[src/rtl/if_id_buffer_if.sv]
// if_id_buffer_if: fetch/decode handshake bundle for the IF/ID buffer
interface if_id_buffer_if;
    logic [15:0] instr;
    logic [15:0] pc_plus_1;
    logic        if_valid;
    logic        flush;
    logic        id_stall;
    logic        if_stall;
    logic [15:0] id_instr;
    logic [15:0] id_pc_plus_1;
    logic        id_valid;
    logic        halt_seen;
    modport master (
        output instr, pc_plus_1, if_valid, flush, id_stall,
        input  if_stall, id_instr, id_pc_plus_1, id_valid, halt_seen
    );
    modport slave (
        input  instr, pc_plus_1, if_valid, flush, id_stall,
        output if_stall, id_instr, id_pc_plus_1, id_valid, halt_seen
    );
endinterface

[src/rtl/if_id_buffer.sv]
// if_id_buffer: 2-entry IF/ID FIFO with flush and optional halt detection (macro IFID_HLT_DETECT_EN)
module if_id_buffer (
    input logic           clk,
    input logic           rst_n,
    if_id_buffer_if.slave bus
);
    logic [15:0] instr_q [2];
    logic [15:0] pc_q    [2];
    logic        wr_ptr_q, wr_ptr_d;
    logic        rd_ptr_q, rd_ptr_d;
    logic [1:0]  count_q, count_d;
    logic        halted;
    logic        push, pop;

    assign push = bus.if_valid && count_q != 2'd2 && !bus.flush && !halted;
    assign pop  = count_q != 2'd0 && !bus.id_stall && !bus.flush;

    // Pointer/count next state; flush wins over any push or pop
    always_comb begin
        wr_ptr_d = bus.flush ? 1'b0 : wr_ptr_q ^ push;
        rd_ptr_d = bus.flush ? 1'b0 : rd_ptr_q ^ pop;
        count_d  = bus.flush ? 2'd0 : count_q + {1'b0, push} - {1'b0, pop};
    end

    // Control state with asynchronous clear
    always_ff @(posedge clk or negedge rst_n) begin
        if (!rst_n) begin
            wr_ptr_q <= 1'b0;
            rd_ptr_q <= 1'b0;
            count_q  <= 2'd0;
        end else begin
            wr_ptr_q <= wr_ptr_d;
            rd_ptr_q <= rd_ptr_d;
            count_q  <= count_d;
        end
    end

    // Entry storage needs no reset: outputs are masked while empty
    always_ff @(posedge clk) begin
        if (push) begin
            instr_q[wr_ptr_q] <= bus.instr;
            pc_q[wr_ptr_q]    <= bus.pc_plus_1;
        end
    end

`ifdef IFID_HLT_DETECT_EN
    logic halted_q, halted_d;

    // A pushed opcode 4'hF latches halted until flush
    always_comb halted_d = bus.flush ? 1'b0 : halted_q | (push && bus.instr[15:12] == 4'hF);

    // Halt flag register
    always_ff @(posedge clk or negedge rst_n) begin
        if (!rst_n) halted_q <= 1'b0;
        else        halted_q <= halted_d;
    end

    assign halted = halted_q;
`else
    assign halted = 1'b0;
`endif

    assign bus.id_valid     = count_q != 2'd0;
    assign bus.id_instr     = bus.id_valid ? instr_q[rd_ptr_q] : 16'h0000;
    assign bus.id_pc_plus_1 = bus.id_valid ? pc_q[rd_ptr_q] : 16'h0000;
    assign bus.if_stall     = count_q == 2'd2 || halted;
    assign bus.halt_seen    = halted;
endmodule

[src/flat_wrapper.sv]
// flat-port wrapper written by rule: the top's interface ports become plain ports
module if_id_buffer_flat 
  (clk, rst_n, bus_instr, bus_pc_plus_1, bus_if_valid, bus_flush, bus_id_stall, bus_if_stall, bus_id_instr, bus_id_pc_plus_1, bus_id_valid, bus_halt_seen);
  if_id_buffer_if bus_i ();
  input logic clk;
  input logic rst_n;
  input wire logic [$bits(bus_i.instr)-1:0] bus_instr;
  input wire logic [$bits(bus_i.pc_plus_1)-1:0] bus_pc_plus_1;
  input wire logic [$bits(bus_i.if_valid)-1:0] bus_if_valid;
  input wire logic [$bits(bus_i.flush)-1:0] bus_flush;
  input wire logic [$bits(bus_i.id_stall)-1:0] bus_id_stall;
  output wire logic [$bits(bus_i.if_stall)-1:0] bus_if_stall;
  output wire logic [$bits(bus_i.id_instr)-1:0] bus_id_instr;
  output wire logic [$bits(bus_i.id_pc_plus_1)-1:0] bus_id_pc_plus_1;
  output wire logic [$bits(bus_i.id_valid)-1:0] bus_id_valid;
  output wire logic [$bits(bus_i.halt_seen)-1:0] bus_halt_seen;
  assign bus_i.instr = bus_instr;
  assign bus_i.pc_plus_1 = bus_pc_plus_1;
  assign bus_i.if_valid = bus_if_valid;
  assign bus_i.flush = bus_flush;
  assign bus_i.id_stall = bus_id_stall;
  assign bus_if_stall = bus_i.if_stall;
  assign bus_id_instr = bus_i.id_instr;
  assign bus_id_pc_plus_1 = bus_i.id_pc_plus_1;
  assign bus_id_valid = bus_i.id_valid;
  assign bus_halt_seen = bus_i.halt_seen;
  if_id_buffer u_core (.clk(clk), .rst_n(rst_n), .bus(bus_i));
endmodule
[config.mk]
export PLATFORM = sky130hd
export DESIGN_NAME = if_id_buffer_flat
export DESIGN_NICKNAME = d
export VERILOG_FILES = /design/src/rtl/if_id_buffer_if.sv /design/src/rtl/if_id_buffer.sv /design/src/flat_wrapper.sv
export SDC_FILE = /design/constraint.sdc
export NUM_CORES = 1
export LEC_CHECK = 0
export CORE_MARGIN = 3
export CORE_UTILIZATION = 33
export DETAILED_ROUTE_END_ITERATION = 10
export SYNTH_ARGS = -nofsm -noshare
export SYNTH_HDL_FRONTEND = slang
export SYNTH_SLANG_ARGS = --single-unit
[constraint.sdc]
create_clock -name clk -period 3.8 [get_ports clk]
set_clock_uncertainty 0.15 [all_clocks]
set_input_delay 0.38 -clock clk [delete_from_list [all_inputs] [get_ports clk]]
set_output_delay 0.38 -clock clk [all_outputs]
set_load 0.05 [all_outputs]
# --- After elaboration in Yosys (flattened, before gate mapping) ---
# Memories as Yosys holds them, arrays and structs flattened.
# Index checks and enable logic that the tools add are counted.
totals:
  inputBits: 37
  elab_cells: 25
  n_memories: 2
  mem_bits_rw: 64
  output_inout_bits: 35
  ff_bits: 4
classes:
  n_addsub: 2
  n_bitwise: 2
  reduce_logical: 7
  eq_ne: 2
  muxes: 7
memory_table:
  columns: ["memory", "depth", "width", "read_ports", "rd_clocked_by_memory_dff", "wr", "line_no", "text"]
  rows:
  - ["u_core.instr_q", 2, 16, 1, 0, 1, "if_id_buffer.sv:7", "logic [15:0] instr_q [2];"]
  - ["u_core.pc_q", 2, 16, 1, 0, 1, "if_id_buffer.sv:8", "logic [15:0] pc_q [2];"]
ops:
  columns: ["cell", "count"]
  rows:
  - ["2-to-1 mux 16 bit", 2]
  - ["logical AND 1 bit", 4]
  - ["2-to-1 mux 1 bit", 4]
  - ["adder 2 x 1 -> 2 bit", 1]
  - ["equality test 2 bit, second input constant", 1]
  - ["zero test 1 bit", 2]
  - ["2-to-1 mux 2 bit", 1]
  - ["inequality test 2 bit, second input constant", 1]
  - ["nonzero test 2 bit", 1]
  - ["subtractor 2 x 1 -> 2 bit", 1]
  - ["XOR 1 bit", 2]

# --- Depth between registers and ports, before layout ---
logic_depth:
  word_depth: 6
  depth_mapped: 7
  mapped_depth_nobuf: 7

# --- Least setup slack after synthesis ---
# OpenSTA, ideal clock, no wires.
synth_path:
  path_type: "register to register"
  startpoint: "register u_core.count_q[1]"
  endpoint: "memory u_core.instr_q[1][0] (enable)"
  t_arrival_ns: 1.977
  path_slack_ns: 1.281
  path_stages_with_launch: 4
  n_path_buf: 0
  setup_time_ns: 0.392
  required_time_ns: 3.258
  synth_period_minus_slack_ns: 2.519
  cell_sequence: "dfrtp_1 > nor2b_1 > nor3b_1 > ha_1"
synth_via:
  elab_chain_len: 5
synth_rtl:
  columns: ["element", "line_no", "text"]
  rows:
  - ["start: declaration", "if_id_buffer.sv:11", "logic [1:0] count_q, count_d;"]
  - ["start signal: assignment", "if_id_buffer.sv:34", "count_q <= count_d;"]
  - ["inequality test 2 bit", "if_id_buffer.sv:15", "assign push = bus.if_valid && count_q != 2'd2 && !bus.flush && !halted;"]
  - ["logical AND 1 bit (2 in a row)", "if_id_buffer.sv:15", null]
  - ["2-to-1 mux 1 bit", "if_id_buffer.sv:40", "if (push) begin"]
  - ["2-to-1 mux 1 bit (implied by the code)", "if_id_buffer.sv:41", "instr_q[wr_ptr_q] <= bus.instr;"]
  - ["end: declaration", "if_id_buffer.sv:7", null]
# Every way passes these cells.

# --- Worst setup path after layout ---
layout_path:
  startpoint: "register u_core.rd_ptr_q"
  endpoint: "output port bus_id_instr[10]"
layout_via:
  elab_chain_len: 2
layout_rtl:
  columns: ["element", "line_no", "text"]
  rows:
  - ["start: declaration", "if_id_buffer.sv:10", "logic rd_ptr_q, rd_ptr_d;"]
  - ["start signal: assignment", "if_id_buffer.sv:33", "rd_ptr_q <= rd_ptr_d;"]
  - ["memory (2 x 16 bit)", null, null]
  - ["2-to-1 mux 16 bit", "if_id_buffer.sv:64", "assign bus.id_instr = bus.id_valid ? instr_q[rd_ptr_q] : 16'h0000;"]
  - ["end: declaration", "flat_wrapper.sv:13", "output wire logic [$bits(bus_i.id_instr)-1:0] bus_id_instr;"]
# Every way passes these cells.

==> impl_metrics.env <==
export IMPL_synth_nets=202
export IMPL_critPathArrivalTime_ns=2.49
export IMPL_ir_worst_vdd_mv=0.3318
export IMPL_drt_wirelength_per_cell_microns=13.62
export IMPL_grt_max_degree=34
export IMPL_syn_instance_count=161
export IMPL_ant_nets=0
export IMPL_overflow=0
export IMPL_ios=72
export IMPL_finalCritPeriodShare_pct=79.38
export IMPL_grt_total_usage_pct=10.62
export IMPL_min_period_ns=3.016
export IMPL_synth_adder_area_share_pct=1.867
export IMPL_synth_top_family_by_area="multiplexers"
export IMPL_antenna_found_initial=0
export IMPL_critPathKind="reg -> out"
export IMPL_drv_cap=0
export IMPL_p_leak_nw=1.232
export IMPL_grt_pass1_wl_mm=7.038
export IMPL_cts_buffers=9
export IMPL_initial_core_util_pct=34.34
export IMPL_fillCellCount=711
export IMPL_ys_warn_count=0
export IMPL_outcome="complete, no violations"
export IMPL_layout_cells_most_common="clkdlybuf4s50_1"
export IMPL_antenna_cells=0
export IMPL_cts_setup_buffers=0
export IMPL_p_per_area_nw_per_um2=615.5
export IMPL_syn_area_sq_um=2681
export IMPL_max_slew_margin_pct=45.20
export IMPL_io_buffers=70
export IMPL_cp_start_kind="register"
export IMPL_reg2reg_depth=3
export IMPL_drc=0
export IMPL_syn_to_final_growth_pct=36.44
export IMPL_grt_pass1_vias=1486
export IMPL_nNetsFinal=277
export IMPL_drt_pass1_iter_count=4
export IMPL_fp_dieH_microns=96.14
export IMPL_end_kind="output pin"
export IMPL_clkSinkCount=68
export IMPL_cts_clk_slew_worst_paths_ns=0.07
export IMPL_ys_seq_area_share_pct=75.41
export IMPL_core_rowCount=32
export IMPL_cts_resized_gates=0
export IMPL_ys_ff_latch=68
export IMPL_dieArea_sq_um=9243
export IMPL_synth_cell_types=15
export IMPL_hold_violations=0
export IMPL_cts_root_buf="clkbuf_8"
export IMPL_synthMuxAreaShare_pct=12.37
export IMPL_synth_xor_area_share_pct=0.8399
export IMPL_rsz0062_at_grt="no"
export IMPL_cp_max_fo=18
export IMPL_setup_tns_ns=0
export IMPL_drt_iter0_drc=64
export IMPL_fmax_mhz=331.5
export IMPL_avgSynthCellArea_sq_um=16.65
export IMPL_finalMaxSlewViolations=0
export IMPL_required_ns=3.27
export IMPL_hold_class="in -> async"
export IMPL_final_cell_mix="70 x clkdlybuf4s50_1, 64 x edfxtp_1, 36 x nor2_1, 32 x mux2i_1, 9 x clkbuf_8"
export IMPL_synth_simple_area_share_pct=6.160
export IMPL_final_setup_viol_count=0
export IMPL_clk_latency_ns=0.33
export IMPL_synth_compound_area_share_pct=0.2800
export IMPL_die_x_microns=96.14
export IMPL_viasPerCell=4.315
export IMPL_place_congestion=0.6427
export IMPL_postLayoutCoreUtil_pct=46.86
export IMPL_h_tree_depth=3
export IMPL_cts_tree="yes"
export IMPL_hold_buffers=0
export IMPL_layout_drive_gt1_share_pct=8.714
export IMPL_hpwl_mm=2.891
export IMPL_tightest_slew_ns=0.8219
export IMPL_clock_path_buffers=2
export IMPL_routed_wl_mm=4.670
export IMPL_vias=1480
export IMPL_core_sq_um=7807
[critical path, cell delays in order (launching register included)]
cell and delay (ns):
dfrtp_2 0.71, buf_4 0.38, mux2i_1 0.12, nor2_1 0.11
clkdlybuf4s50_1 0.81
[layout make-up]
type                            count  area [sq um]  area share (%)
Clock inverter                      5         52.55           1.436
Inverter                            4         15.01          0.4104
Timing Repair Buffer               72         715.7           19.56
Clock buffer                       11         131.4           3.591
Sequential cell                    68          2023           55.30
Multi-Input combinational cell     81         593.1           16.21
Tap cell                          102         127.6           3.488
[final timing paths]
check                                                  from                         endpoint  slack, ns
worst max register to register  u_core.count_q[1]$_DFF_PN0_  u_core.instr_q[0][11]$_DFFE_PP_       1.44
worst min register to register    u_core.wr_ptr_q$_DFF_PN0_        u_core.wr_ptr_q$_DFF_PN0_       0.51
worst max-delay path              u_core.rd_ptr_q$_DFF_PN0_                 bus_id_instr[10]       0.78
min in group clk                               bus_instr[7]   u_core.instr_q[1][7]$_DFFE_PP_       0.47
max in group asynchronous                             rst_n        u_core.rd_ptr_q$_DFF_PN0_       3.20
worst min-delay path                                  rst_n      u_core.count_q[0]$_DFF_PN0_       0.10
[cells in the mapped netlist]
library cell / count / area (sq um)
o21bai_1: 1 / 7.510
buf_4: 2 / 15.01
nor2b_1: 3 / 18.77
edfxtp_1: 64 / 1922
buf_2: 3 / 15.01
nor2_1: 37 / 138.9
xnor3_1: 1 / 22.52
mux2_2: 1 / 11.26
conb_1: 1 / 3.750
buf_6: 3 / 33.78
ha_1: 4 / 50.05
inv_1: 4 / 15.01
mux2i_1: 32 / 320.3
nor3b_1: 1 / 7.510
dfrtp_1: 4 / 100.1
[kinds of logic after synthesis]
family                   Yosys count
AO/OA/AOI/OAI                      1
XOR/XNOR                           1
adder cells (fa/ha/maj)            4
buffers and inverters             12
flip-flops                        68
multiplexers                      33
other                              1
AND/OR/NAND/NOR                   41
[through the flow]
step	area, sq um	total power (W)	setup WS, ns	instances	hold slack [ns]
after floorplan	2681	0.001463	1.281	161	-0.06559
after global placement	3475	0.001723	1.086	327	0.4595
after detailed placement	3475	0.001727	1.030	327	0.4659
after CTS	3659	0.002287	0.6962	343	0.09486
after global routing	3659	0.002352	0.6041	343	0.1001
final	3659	0.002252	0.7837	343	0.1030
[flip-flops by register name, indices dropped and copies added, names as in the netlist]
| register | flops |
|---|---|
| u_core.instr_q | 32 |
| u_core.pc_q | 32 |
| u_core.count_q | 2 |
| u_core.rd_ptr_q | 1 |
| u_core.wr_ptr_q | 1 |
[where the power goes]
group / leakage, nW / total [W] / internal, W / switching, W
Combinational: 0.500 / 0.000786 / 0.000278 / 0.000509
Clock: 0.0931 / 0.000555 / 0.000300 / 0.000255
Sequential: 0.639 / 0.000910 / 0.000873 / 0.0000370
Total: 1.23 / 0.00225 / 0.00145 / 0.000801
[per-layer routing]
metal  up-vias  track usage, %  wire length [microns]
met2        45           17.54                   2292
li1        729               -                      -
met4         0           5.687                     78
met3         9           4.457                    341
met1       697           11.54                   1957
met5         -               0                      0
Note: power is estimated with default switching activity, not from simulation.
